===== config.mk =====
export PLATFORM = sky130hd
export DESIGN_NAME = io_uart_flat
export DESIGN_NICKNAME = d
export VERILOG_FILES = /design/src/rtl/io_uart_pkg.sv /design/src/rtl/io_uart_if.sv /design/src/rtl/uart_rx_core.sv /design/src/rtl/io_uart.sv /design/src/flat_wrapper.sv
export SDC_FILE = /design/constraint.sdc
export NUM_CORES = 1
export LEC_CHECK = 0
export ABC_AREA = 0
export CAP_MARGIN = 20
export CELL_PAD_IN_SITES_DETAIL_PLACEMENT = 0
export CELL_PAD_IN_SITES_GLOBAL_PLACEMENT = 1
export CORE_MARGIN = 5
export CORE_UTILIZATION = 45
export CTS_CLUSTER_SIZE = 24
export DETAILED_ROUTE_END_ITERATION = 6
export PLACE_DENSITY_LB_ADDON = 0.1
export SYNTH_ARGS = -nofsm -noshare
export SYNTH_HDL_FRONTEND = slang
export SYNTH_SLANG_ARGS = --single-unit

===== constraint.sdc =====
create_clock -name clk -period 4.4 [get_ports clk]
set_input_delay 0.44 -clock clk [delete_from_list [all_inputs] [get_ports clk]]
set_output_delay 0.44 -clock clk [all_outputs]
set_load 0.01 [all_outputs]

===== src/rtl/io_uart_pkg.sv =====
// Shared definitions for the io_uart register window and its serial state machines.
package io_uart_pkg;

  localparam logic [1:0] REG_DATA   = 2'd0;
  localparam logic [1:0] REG_STATUS = 2'd1;
  localparam logic [1:0] REG_DIV    = 2'd2;

  localparam int ST_TX_FULL      = 0;
  localparam int ST_TX_EMPTY     = 1;
  localparam int ST_RX_VALID     = 2;
  localparam int ST_RX_OVERRUN   = 3;
  localparam int ST_RX_FRAME_ERR = 4;

  localparam logic [15:0] MIN_DIV = 16'd4;

  typedef enum logic [1:0] {IDLE, START, DATA, STOP} uart_state_e;

  function automatic logic [15:0] clamp_div(input logic [15:0] d);
    return (d < MIN_DIV) ? MIN_DIV : d;
  endfunction

endpackage


===== src/rtl/io_uart_if.sv =====
// IO bus port group between the core's IO initiator and a memory-mapped responder.
interface io_uart_if;
  logic [31:0] io_address;
  logic [31:0] io_write_value;
  logic        io_write_en;
  logic        io_read_en;
  logic [31:0] io_read_value;

  modport master (output io_address, io_write_value, io_write_en, io_read_en,
                  input  io_read_value);
  modport slave  (input  io_address, io_write_value, io_write_en, io_read_en,
                  output io_read_value);
endinterface


===== src/rtl/uart_rx_core.sv =====
// 8N1 receiver: 2-flop synchronizer, mid-bit sampling FSM, one-cycle byte_done/frame_err pulses.
module uart_rx_core
  import io_uart_pkg::*;
(
  input  logic        clk,
  input  logic        rst_n,
  input  logic        rx,
  input  logic [15:0] div,
  output logic        byte_done,
  output logic [7:0]  rx_byte,
  output logic        frame_err
);
  logic [1:0]  sync_q;
  logic        rx_s;
  uart_state_e state_q, state_d;
  logic [15:0] cnt_q, cnt_d, div_q, div_d;
  logic [2:0]  bit_q, bit_d;
  logic [7:0]  sh_q, sh_d;

  assign rx_s    = sync_q[1];
  assign rx_byte = sh_q;

  always_ff @(posedge clk or negedge rst_n) begin
    if (!rst_n) begin
      sync_q  <= 2'b11;
      state_q <= IDLE;
      cnt_q   <= '0;
      div_q   <= MIN_DIV;
      bit_q   <= '0;
      sh_q    <= '0;
    end else begin
      sync_q  <= {sync_q[0], rx};
      state_q <= state_d;
      cnt_q   <= cnt_d;
      div_q   <= div_d;
      bit_q   <= bit_d;
      sh_q    <= sh_d;
    end
  end

  always_comb begin
    state_d   = state_q;
    cnt_d     = cnt_q + 16'd1;
    div_d     = div_q;
    bit_d     = bit_q;
    sh_d      = sh_q;
    byte_done = 1'b0;
    frame_err = 1'b0;
    case (state_q)
      IDLE: begin
        cnt_d = '0;
        if (!rx_s) begin
          state_d = START;
          div_d   = div;
        end
      end
      // Half-bit wait re-checks the start bit so short glitches are rejected.
      START: if (cnt_q == (div_q >> 1) - 16'd1) begin
        cnt_d   = '0;
        bit_d   = '0;
        state_d = rx_s ? IDLE : DATA;
      end
      DATA: if (cnt_q == div_q - 16'd1) begin
        cnt_d = '0;
        sh_d  = {rx_s, sh_q[7:1]};
        bit_d = bit_q + 3'd1;
        if (bit_q == 3'd7) state_d = STOP;
      end
      STOP: if (cnt_q == div_q - 16'd1) begin
        cnt_d     = '0;
        state_d   = IDLE;
        byte_done = rx_s;
        frame_err = !rx_s;
      end
      default: state_d = IDLE;
    endcase
  end
endmodule


===== src/rtl/io_uart.sv =====
// Memory-mapped UART on the core IO bus: register decode, 4-deep TX FIFO, 8N1 transmitter, RX flags.
module io_uart
  import io_uart_pkg::*;
#(
  parameter logic [31:0] BASE_ADDR = 32'h0000_1000,
  parameter int unsigned DIVISOR   = 16,
  parameter int unsigned TX_DEPTH  = 4
) (
  input  logic     clk,
  input  logic     rst_n,
  io_uart_if.slave io,
  output logic     uart_tx,
  input  logic     uart_rx
);
  localparam int PW = $clog2(TX_DEPTH);
  localparam int CW = PW + 1;

  logic       sel, wr, rd, rd_data, push, pop, fifo_full, fifo_empty, tx_empty;
  logic [1:0] reg_sel;
  logic       unused_bits;

  assign sel         = io.io_address[31:4] == BASE_ADDR[31:4];
  assign reg_sel     = io.io_address[3:2];
  assign wr          = io.io_write_en && sel;
  assign rd          = io.io_read_en && sel;
  assign rd_data     = rd && reg_sel == REG_DATA;
  assign unused_bits = ^{io.io_address[1:0], io.io_write_value[31:16]};

  logic [7:0]    fifo_mem [TX_DEPTH];
  logic [PW-1:0] wr_ptr_q, rd_ptr_q;
  logic [CW-1:0] fifo_cnt_q;

  // Full is judged before any same-cycle pop, so a store to a full FIFO is always lost.
  assign fifo_full  = fifo_cnt_q == CW'(TX_DEPTH);
  assign fifo_empty = fifo_cnt_q == '0;
  assign push       = wr && reg_sel == REG_DATA && !fifo_full;

  always_ff @(posedge clk or negedge rst_n) begin
    if (!rst_n) begin
      wr_ptr_q   <= '0;
      rd_ptr_q   <= '0;
      fifo_cnt_q <= '0;
    end else begin
      if (push) wr_ptr_q <= wr_ptr_q + PW'(1);
      if (pop)  rd_ptr_q <= rd_ptr_q + PW'(1);
      fifo_cnt_q <= fifo_cnt_q + CW'(push) - CW'(pop);
    end
  end

  always_ff @(posedge clk) begin
    if (push) fifo_mem[wr_ptr_q] <= io.io_write_value[7:0];
  end

  uart_state_e tx_state_q, tx_state_d;
  logic [15:0] tx_cnt_q, tx_cnt_d, tx_div_q, tx_div_d, div_q;
  logic [2:0]  tx_bit_q, tx_bit_d;
  logic [7:0]  tx_sh_q, tx_sh_d;
  logic        tx_tick;

  assign tx_empty = fifo_empty && tx_state_q == IDLE;

  always_ff @(posedge clk or negedge rst_n) begin
    if (!rst_n) begin
      tx_state_q <= IDLE;
      tx_cnt_q   <= '0;
      tx_div_q   <= 16'(DIVISOR);
      tx_bit_q   <= '0;
    end else begin
      tx_state_q <= tx_state_d;
      tx_cnt_q   <= tx_cnt_d;
      tx_div_q   <= tx_div_d;
      tx_bit_q   <= tx_bit_d;
    end
  end

  always_ff @(posedge clk) tx_sh_q <= tx_sh_d;

  always_comb begin
    tx_state_d = tx_state_q;
    tx_cnt_d   = tx_cnt_q;
    tx_div_d   = tx_div_q;
    tx_bit_d   = tx_bit_q;
    tx_sh_d    = tx_sh_q;
    pop        = 1'b0;
    uart_tx    = 1'b1;
    tx_tick    = tx_cnt_q == tx_div_q - 16'd1;
    if (tx_state_q != IDLE) tx_cnt_d = tx_tick ? '0 : tx_cnt_q + 16'd1;
    case (tx_state_q)
      IDLE: if (!fifo_empty) begin
        pop        = 1'b1;
        tx_sh_d    = fifo_mem[rd_ptr_q];
        tx_div_d   = div_q;
        tx_cnt_d   = '0;
        tx_state_d = START;
      end
      START: begin
        uart_tx = 1'b0;
        if (tx_tick) begin
          tx_bit_d   = '0;
          tx_state_d = DATA;
        end
      end
      DATA: begin
        uart_tx = tx_sh_q[0];
        if (tx_tick) begin
          tx_sh_d  = tx_sh_q >> 1;
          tx_bit_d = tx_bit_q + 3'd1;
          if (tx_bit_q == 3'd7) tx_state_d = STOP;
        end
      end
      // Chaining straight into START keeps back-to-back frames gap-free.
      STOP: if (tx_tick) begin
        if (!fifo_empty) begin
          pop        = 1'b1;
          tx_sh_d    = fifo_mem[rd_ptr_q];
          tx_div_d   = div_q;
          tx_state_d = START;
        end else begin
          tx_state_d = IDLE;
        end
      end
      default: tx_state_d = IDLE;
    endcase
  end

  logic [7:0] rx_byte, rx_data_q;
  logic       rx_done, rx_ferr, rx_valid_q, rx_overrun_q, rx_frame_err_q, st_wr;

  uart_rx_core u_rx (
    .clk       (clk),
    .rst_n     (rst_n),
    .rx        (uart_rx),
    .div       (div_q),
    .byte_done (rx_done),
    .rx_byte   (rx_byte),
    .frame_err (rx_ferr)
  );

  assign st_wr = wr && reg_sel == REG_STATUS;

  // A byte landing on the same edge as a DATA read wins and is not an overrun.
  always_ff @(posedge clk or negedge rst_n) begin
    if (!rst_n) begin
      div_q          <= 16'(DIVISOR);
      rx_data_q      <= '0;
      rx_valid_q     <= 1'b0;
      rx_overrun_q   <= 1'b0;
      rx_frame_err_q <= 1'b0;
    end else begin
      if (wr && reg_sel == REG_DIV) div_q <= clamp_div(io.io_write_value[15:0]);
      if (rx_done) begin
        rx_data_q  <= rx_byte;
        rx_valid_q <= 1'b1;
      end else if (rd_data) begin
        rx_valid_q <= 1'b0;
      end
      if (rx_done && rx_valid_q && !rd_data) rx_overrun_q <= 1'b1;
      else if (st_wr && io.io_write_value[ST_RX_OVERRUN]) rx_overrun_q <= 1'b0;
      if (rx_ferr) rx_frame_err_q <= 1'b1;
      else if (st_wr && io.io_write_value[ST_RX_FRAME_ERR]) rx_frame_err_q <= 1'b0;
    end
  end

  always_comb begin
    io.io_read_value = '0;
    if (rd) begin
      case (reg_sel)
        REG_DATA:   io.io_read_value[7:0] = rx_data_q;
        REG_STATUS: begin
          io.io_read_value[ST_TX_FULL]      = fifo_full;
          io.io_read_value[ST_TX_EMPTY]     = tx_empty;
          io.io_read_value[ST_RX_VALID]     = rx_valid_q;
          io.io_read_value[ST_RX_OVERRUN]   = rx_overrun_q;
          io.io_read_value[ST_RX_FRAME_ERR] = rx_frame_err_q;
        end
        REG_DIV:    io.io_read_value[15:0] = div_q;
        default:    io.io_read_value = '0;
      endcase
    end
  end
endmodule


===== src/flat_wrapper.sv =====
// flat-port wrapper written by rule: the top's interface ports become plain ports
module io_uart_flat import io_uart_pkg::*;
#(
  parameter logic [31:0] BASE_ADDR = 32'h0000_1000,
  parameter int unsigned DIVISOR   = 16,
  parameter int unsigned TX_DEPTH  = 4
)
  (clk, rst_n, uart_tx, uart_rx, io_io_address, io_io_write_value, io_io_write_en, io_io_read_en, io_io_read_value);
  io_uart_if io_i ();
  input  logic clk;
  input  logic rst_n;
  output logic uart_tx;
  input  logic uart_rx;
  input wire logic [$bits(io_i.io_address)-1:0] io_io_address;
  input wire logic [$bits(io_i.io_write_value)-1:0] io_io_write_value;
  input wire logic [$bits(io_i.io_write_en)-1:0] io_io_write_en;
  input wire logic [$bits(io_i.io_read_en)-1:0] io_io_read_en;
  output wire logic [$bits(io_i.io_read_value)-1:0] io_io_read_value;
  assign io_i.io_address = io_io_address;
  assign io_i.io_write_value = io_io_write_value;
  assign io_i.io_write_en = io_io_write_en;
  assign io_i.io_read_en = io_io_read_en;
  assign io_io_read_value = io_i.io_read_value;
  io_uart #(.BASE_ADDR(BASE_ADDR), .DIVISOR(DIVISOR), .TX_DEPTH(TX_DEPTH)) u_core (.clk(clk), .rst_n(rst_n), .io(io_i), .uart_tx(uart_tx), .uart_rx(uart_rx));
endmodule

Word level (Yosys, flattened, before mapping)
Memory sizes are Yosys's and may differ from the RTL's. Index checks and enable logic that the tools add are counted.

$add $sub $neg: 11. $lt $le $gt $ge: 1. Equality and inequality tests: 25. Muxes and demuxes: 55. Bitwise gates (word level): 1. Reductions and logical operators: 36.

Operators by type and width (count): 2-to-1 mux 16 bit (10); equality test 16 bit (3); case mux 16 bit (3 select lines) (1); adder 16 x 1 -> 16 bit (second input constant) (2); 2-to-1 mux 8 bit (4); case mux 16 bit (2 select lines) (1); subtractor 16 x 1 -> 16 bit (second input constant) (2); equality test 28 x 9 -> 1 bit (second input constant) (1); case mux 8 bit (3 select lines) (1); 2-to-1 mux 2 bit (11); case mux 3 bit (2 select lines) (3); less-than comparator 16 x 3 -> 1 bit (second input constant) (1); case mux 2 bit (4 select lines) (2); subtractor 15 x 1 -> 16 bit (second input constant) (1); 2-to-1 mux 1 bit (15); case mux 5 bit (3 select lines) (1); nonzero test 2 bit (7); logical AND 1 bit (12); 2-to-1 mux 3 bit (4); inequality test 2 bit (second input constant) (6); equality test 2 bit (second input constant) (5); AND reduction 5 bit (2); equality test 3 bit (second input constant) (3); AND reduction 3 bit (3); 14 further kinds (28).

Register bits: 126. Memory bits (writable): 32. Output and inout bits: 33. Logic and storage cells: 149. Memories: 1.

Memory list: u_core.fifo_mem (words 4, width 8, read ports 1, clocked after memory_dff 0, wr ports 1, line io_uart.sv:29) `logic [7:0] fifo_mem [TX_DEPTH];`.

Longest topological paths before layout
Depth in word-level cells: 7. Mapped depth: 17. Gate-level depth less buffers: 16.

By module
Synthesis repeated with hierarchy kept, for this count alone.

Cells, all modules: 801. Area, all modules: 8854.7 µm².

Modules (own cells, without submodules): io_uart (instances 1, cells an instance 475, area an instance 5665.4 µm², sequential area each 2980.4 µm²); uart_rx_core (instances 1, cells an instance 326, area an instance 3189.3 µm², sequential area each 1179.9 µm²).

Least setup slack after synthesis
No wires, ideal clock.

Kind: flip-flop to flip-flop. Start: register u_core.tx_div_q[2]. End: register u_core.fifo_cnt_q[2]. Setup time: 0.126 ns. Arrival: 3.655 ns. Required time: 4.274 ns. Setup slack: 0.619 ns. Stages on the path, launching flop included: 17. Buffers on the path: 2. Period minus slack after synthesis: 3.781 ns. Path through: dfrtp_1 > buf_6 > or4_4 > buf_6 > nor3_4 > xnor2_1 > or4_4 > nor4b_4 > a31oi_1 > nor3_1 > ha_1 > inv_1 > ha_1 > inv_1 > fa_1 > xnor2_1 > xnor2_1.

Word-level cells in the longest chain between the ends: 5.

Ends and longest elaborated chain: start, declared (line io_uart.sv:55) `logic [15:0] tx_cnt_q, tx_cnt_d, tx_div_q, tx_div_d, div_q;`; start signal, assigned (line io_uart.sv:66) `tx_div_q <= 16'(DIVISOR);`; start signal, assigned (line io_uart.sv:71) `tx_div_q <= tx_div_d;`; subtractor 16 x 1 -> 16 bit (line io_uart.sv:86) `tx_tick = tx_cnt_q == tx_div_q - 16'd1;`; equality test 16 bit (line io_uart.sv:86); 2-to-1 mux 1 bit (line io_uart.sv:112) `STOP: if (tx_tick) begin`; case mux 1 bit (2 select lines) (line io_uart.sv:88) `case (tx_state_q)`; via u_core.pop (line io_uart.sv:18) `logic sel, wr, rd, rd_data, push, pop, fifo_full, fifo_empty, tx_empty;`; subtractor 3 x 1 -> 3 bit (line io_uart.sv:46) `fifo_cnt_q <= fifo_cnt_q + CW'(push) - CW'(pop);`; end signal, assigned (line io_uart.sv:46); end, declared (line io_uart.sv:31) `logic [CW-1:0] fifo_cnt_q;`.

The timed path passes the listed nets, and every way through them passes these cells. A chain may end at the register's enable or synchronous reset.

Worst setup path in the final report
Start: register u_core.tx_div_q[6]. End: register u_core.fifo_cnt_q[2].

The elaborated chain is that of the path after synthesis.

==> results.md <==
* Status: completed
* Sequential fraction of the synthesis area at 47.4%
* Clk slew on worst S/H paths at approximately 0.070 ns
* CP Max Fanout at 5
* Register area at about 4200 um^2
* First-pass GRT wire length at 32100 um
* RD Place Congestion at 0.816
* Core Area at 19300 um^2
* Worst setup SP type: register
* Clk buf depth at 2
* Post-CTS Setup Inserts at 0
* Area grow syn2layout at 16.0%
* Worst Max-Slew Pin Slew at 0.916 ns
* Hold Crit Class: reg2reg
* Final worst-path cycle share at 89.5%
* Layout cells sized above 1 at 14.6%
* DRT iter0 DRCs at 281
* Arrival time worst endpoint at 4.25 ns
* Area leader, netlist: dfrtp_1
* CTS Sinks at 158
* PwrDens at 365 nW/um^2
* Initial antenna violation count at 0
* Leakage at around 4.5 nW
* Max_cap viols at 0
* Worst Setup Path Type: reg2reg
* DIE HEIGHT at 150 um
* Root cell of the clock tree: clkbuf_16
* Slew Limit Fails at 0
* CP Capture Type: register
* CTS tree: yes
* Vias in the first global route at 6160
* Top_reg_cell synth: dfrtp_1
* Post-synthesis async set-or-reset flop share at approximately 75%
* Syn Area/Cell at 10.9 um^2
* Worst endpoint required time at about 4.7 ns
* Antenna-violating nets left at 0
* DRT Pass-1 Iters at 4
* Synth top area share at 32.2%
* Maximum VDD drop at 0.000356 V
* IO Count at 102
* Tot Pwr at 3.71 mW
* Worst-path cell chain: or4_1 > nor3_1 > and4_1 > o22ai_1 > nor4b_4 > a31oi_1 > nor3_1 > ha_1 > inv_1 > ha_1 > inv_1 > fa_1 > xnor2_1 > xnor2_1
* Critical Path Max Stage Delay at 0.63 ns
* Port bufs at between 60 and 70
* Library cells used by synthesis at 72
* Fin Setup TNS at 0 ns
* H-tree lvl count at 4
* Final Hold Fails at 0
* Clock Skews at 0.00922 ns
* FMAX at 254 MHz
* Total grt overflow at 0
* Mapped Area at 8790 um^2
* FILL cells at between 1.5k and 2k
* Largest net degree at the start of global routing at 56
* Routed wire length at approximately 19000 um
* Clk_lat worst skew at 0.43 ns
* Number of flops mapped to enable cells by yosys at 40
* Synth Instances at ~800
* ANT cells at 0
* Routed via count at between 6k and 7k
* Flops & latches, synth at 158
* CTS buffer count at 17
* Worst path slowest cell: or4_1
* Final min period at 3.94 ns
* CTS-repair resized insts at 0
* Hpwl dp at 14800 um
* Die Area at 22400 um^2
* Initial Utilization at a little under half
* Unrepaired setup endpoints after global routing: no
* Synth area leaders: dfrtp_1 32%, edfxtp_1 14%, mux2_2 6.3%
* Worst rel slew slack at 38.8%
* Rows at between 50 and 60
* Die X-Extent at 150 um
* Final #Nets at 949
* Final setup viols at 0
* Routed len/inst at 17.1 um
* Multi-input gate area at ~4300 um^2
* GRT Total Usage at 18.2%
* Vias/cell at 5.33
* # DRC at 0
* Yosys warning total at 0
## cell families (layout without fill, tap and decap cells)
group / Yosys count / after routing / share of synthesized area [%]
adders and majority gates: 22 / 22 / 3.22
AOI/OAI and AO/OA: 113 / 113 / 8.89
other: 1 / 16 / 0.0427
buffers and inverters: 82 / 135 / 4.67
muxes: 77 / 77 / 11.1
DFF: 158 / 158 / 47.4
and+or+nand+nor: 264 / 264 / 16.0
xor gates and xnor gates: 86 / 86 / 8.73
## power by group
part | internal (mW) | switching (mW)
sequential | 1.55 | 0.0899
combinational | 0.296 | 0.335
clock | 0.800 | 0.644
## critical path: cells and delay by family (launching register included)
family	cells	cell delay (ns)
xor gates and xnor gates	2	0.27
buffers and inverters	2	0.10
and+or+nand+nor	5	1.96
AOI/OAI and AO/OA	2	0.28
adders and majority gates	3	0.78
DFF	1	0.43
## state kept, by name, summed over array words and instances (netlist names), 3 cells and up, named ones only
name,count
u_core.tx_sh_q,8
u_core.fifo_cnt_q,3
u_core.u_rx.cnt_q,16
u_core.div_q,16
u_core.fifo_mem,32
u_core.tx_cnt_q,16
u_core.u_rx.div_q,16
u_core.u_rx.bit_q,3
u_core.u_rx.rx_byte,8
u_core.tx_div_q,16
u_core.rx_data_q,8
u_core.tx_bit_q,3
## cell usage in the layout, fill, tap and decap left out, drive strengths merged, types with 11 or more instances in the layout
cell and count:
clkdlybuf4s50 66, conb 16, a21oi 21, and3 11, dfrtp 113, clkbuf 17, inv 35, a22o 13
xor2 40, mux2i 12, nand3 21, ha 21, nor2 83, xnor2 45, edfxtp 40, mux2 57
o21ai 21, nor3 15, nand2 37, nor4 17, and2 15
## synthesized netlist by cell type, drive strengths merged (11+ instances only)
cell type  number
dfrtp         113
nor2           83
mux2           57
xnor2          45
edfxtp         40
xor2           40
nand2          37
clkbuf         31
inv            26
buf            25
a21oi          21
ha             21
nand3          21
o21ai          21
nor4           17
and2           15
nor3           15
a22o           13
mux2i          12
and3           11
## final timing paths
path / startpoint / end / slack [ns] / cells after the start
setup / recovery: u_core.tx_div_q[6] / u_core.fifo_cnt_q[2] / 0.46 / 14
hold / removal: u_core.u_rx.sync_q[0] / u_core.u_rx.sync_q[1] / 0.36 / 0
setup reg to reg: u_core.tx_div_q[6] / u_core.fifo_cnt_q[2] / 0.46 / 14
hold reg to reg: u_core.u_rx.sync_q[0] / u_core.u_rx.sync_q[1] / 0.36 / 0
max in group asynchronous: rst_n / u_core.rx_overrun_q / 2.87 / 3
min in group asynchronous: rst_n / u_core.tx_state_q[0] / 0.50 / 2
## cell type report
type | instances | area share, %
flip-flops and latches | 158 | 40.8
clock buffers | 17 | 4.18
inverters | 26 | 0.958
repair buffers | 77 | 7.32
well taps | 265 | 3.25
multi-input cells | 578 | 42.0
clock inverters | 15 | 1.49
## stage by stage
| stage | utilization, % | setup WS, ns | instance area (um^2) | cells | hold slack [ns] |
|---|---|---|---|---|---|
| after CTS | 52.7 | 0.468 | 10200 | 1136 | 0.364 |
| after global routing | 52.7 | 0.150 | 10200 | 1136 | 0.363 |
| after floorplan | - | 0.619 | 8840 | 818 | 0.144 |
| after detailed placement | 49.7 | 0.495 | 9600 | 1103 | 0.354 |
| final | 52.7 | 0.460 | 10200 | 1136 | 0.361 |
| after global placement | 49.7 | 0.517 | 9600 | 1103 | 0.348 |
## layer usage
metal,part of all wire (%),wire length [um],GRT usage [%]
met1,45,8760,23.9
met4,1.3,252,4.80
met5,0,0,0
met3,2.6,499,3.33
met2,51,9960,31.2
## repair_timing
item	CTS	global route
hold buffers	1	0
endpoints found under the setup margin	0	0
endpoints found under the hold margin	30	0
Power figures use the tool's default switching activity.
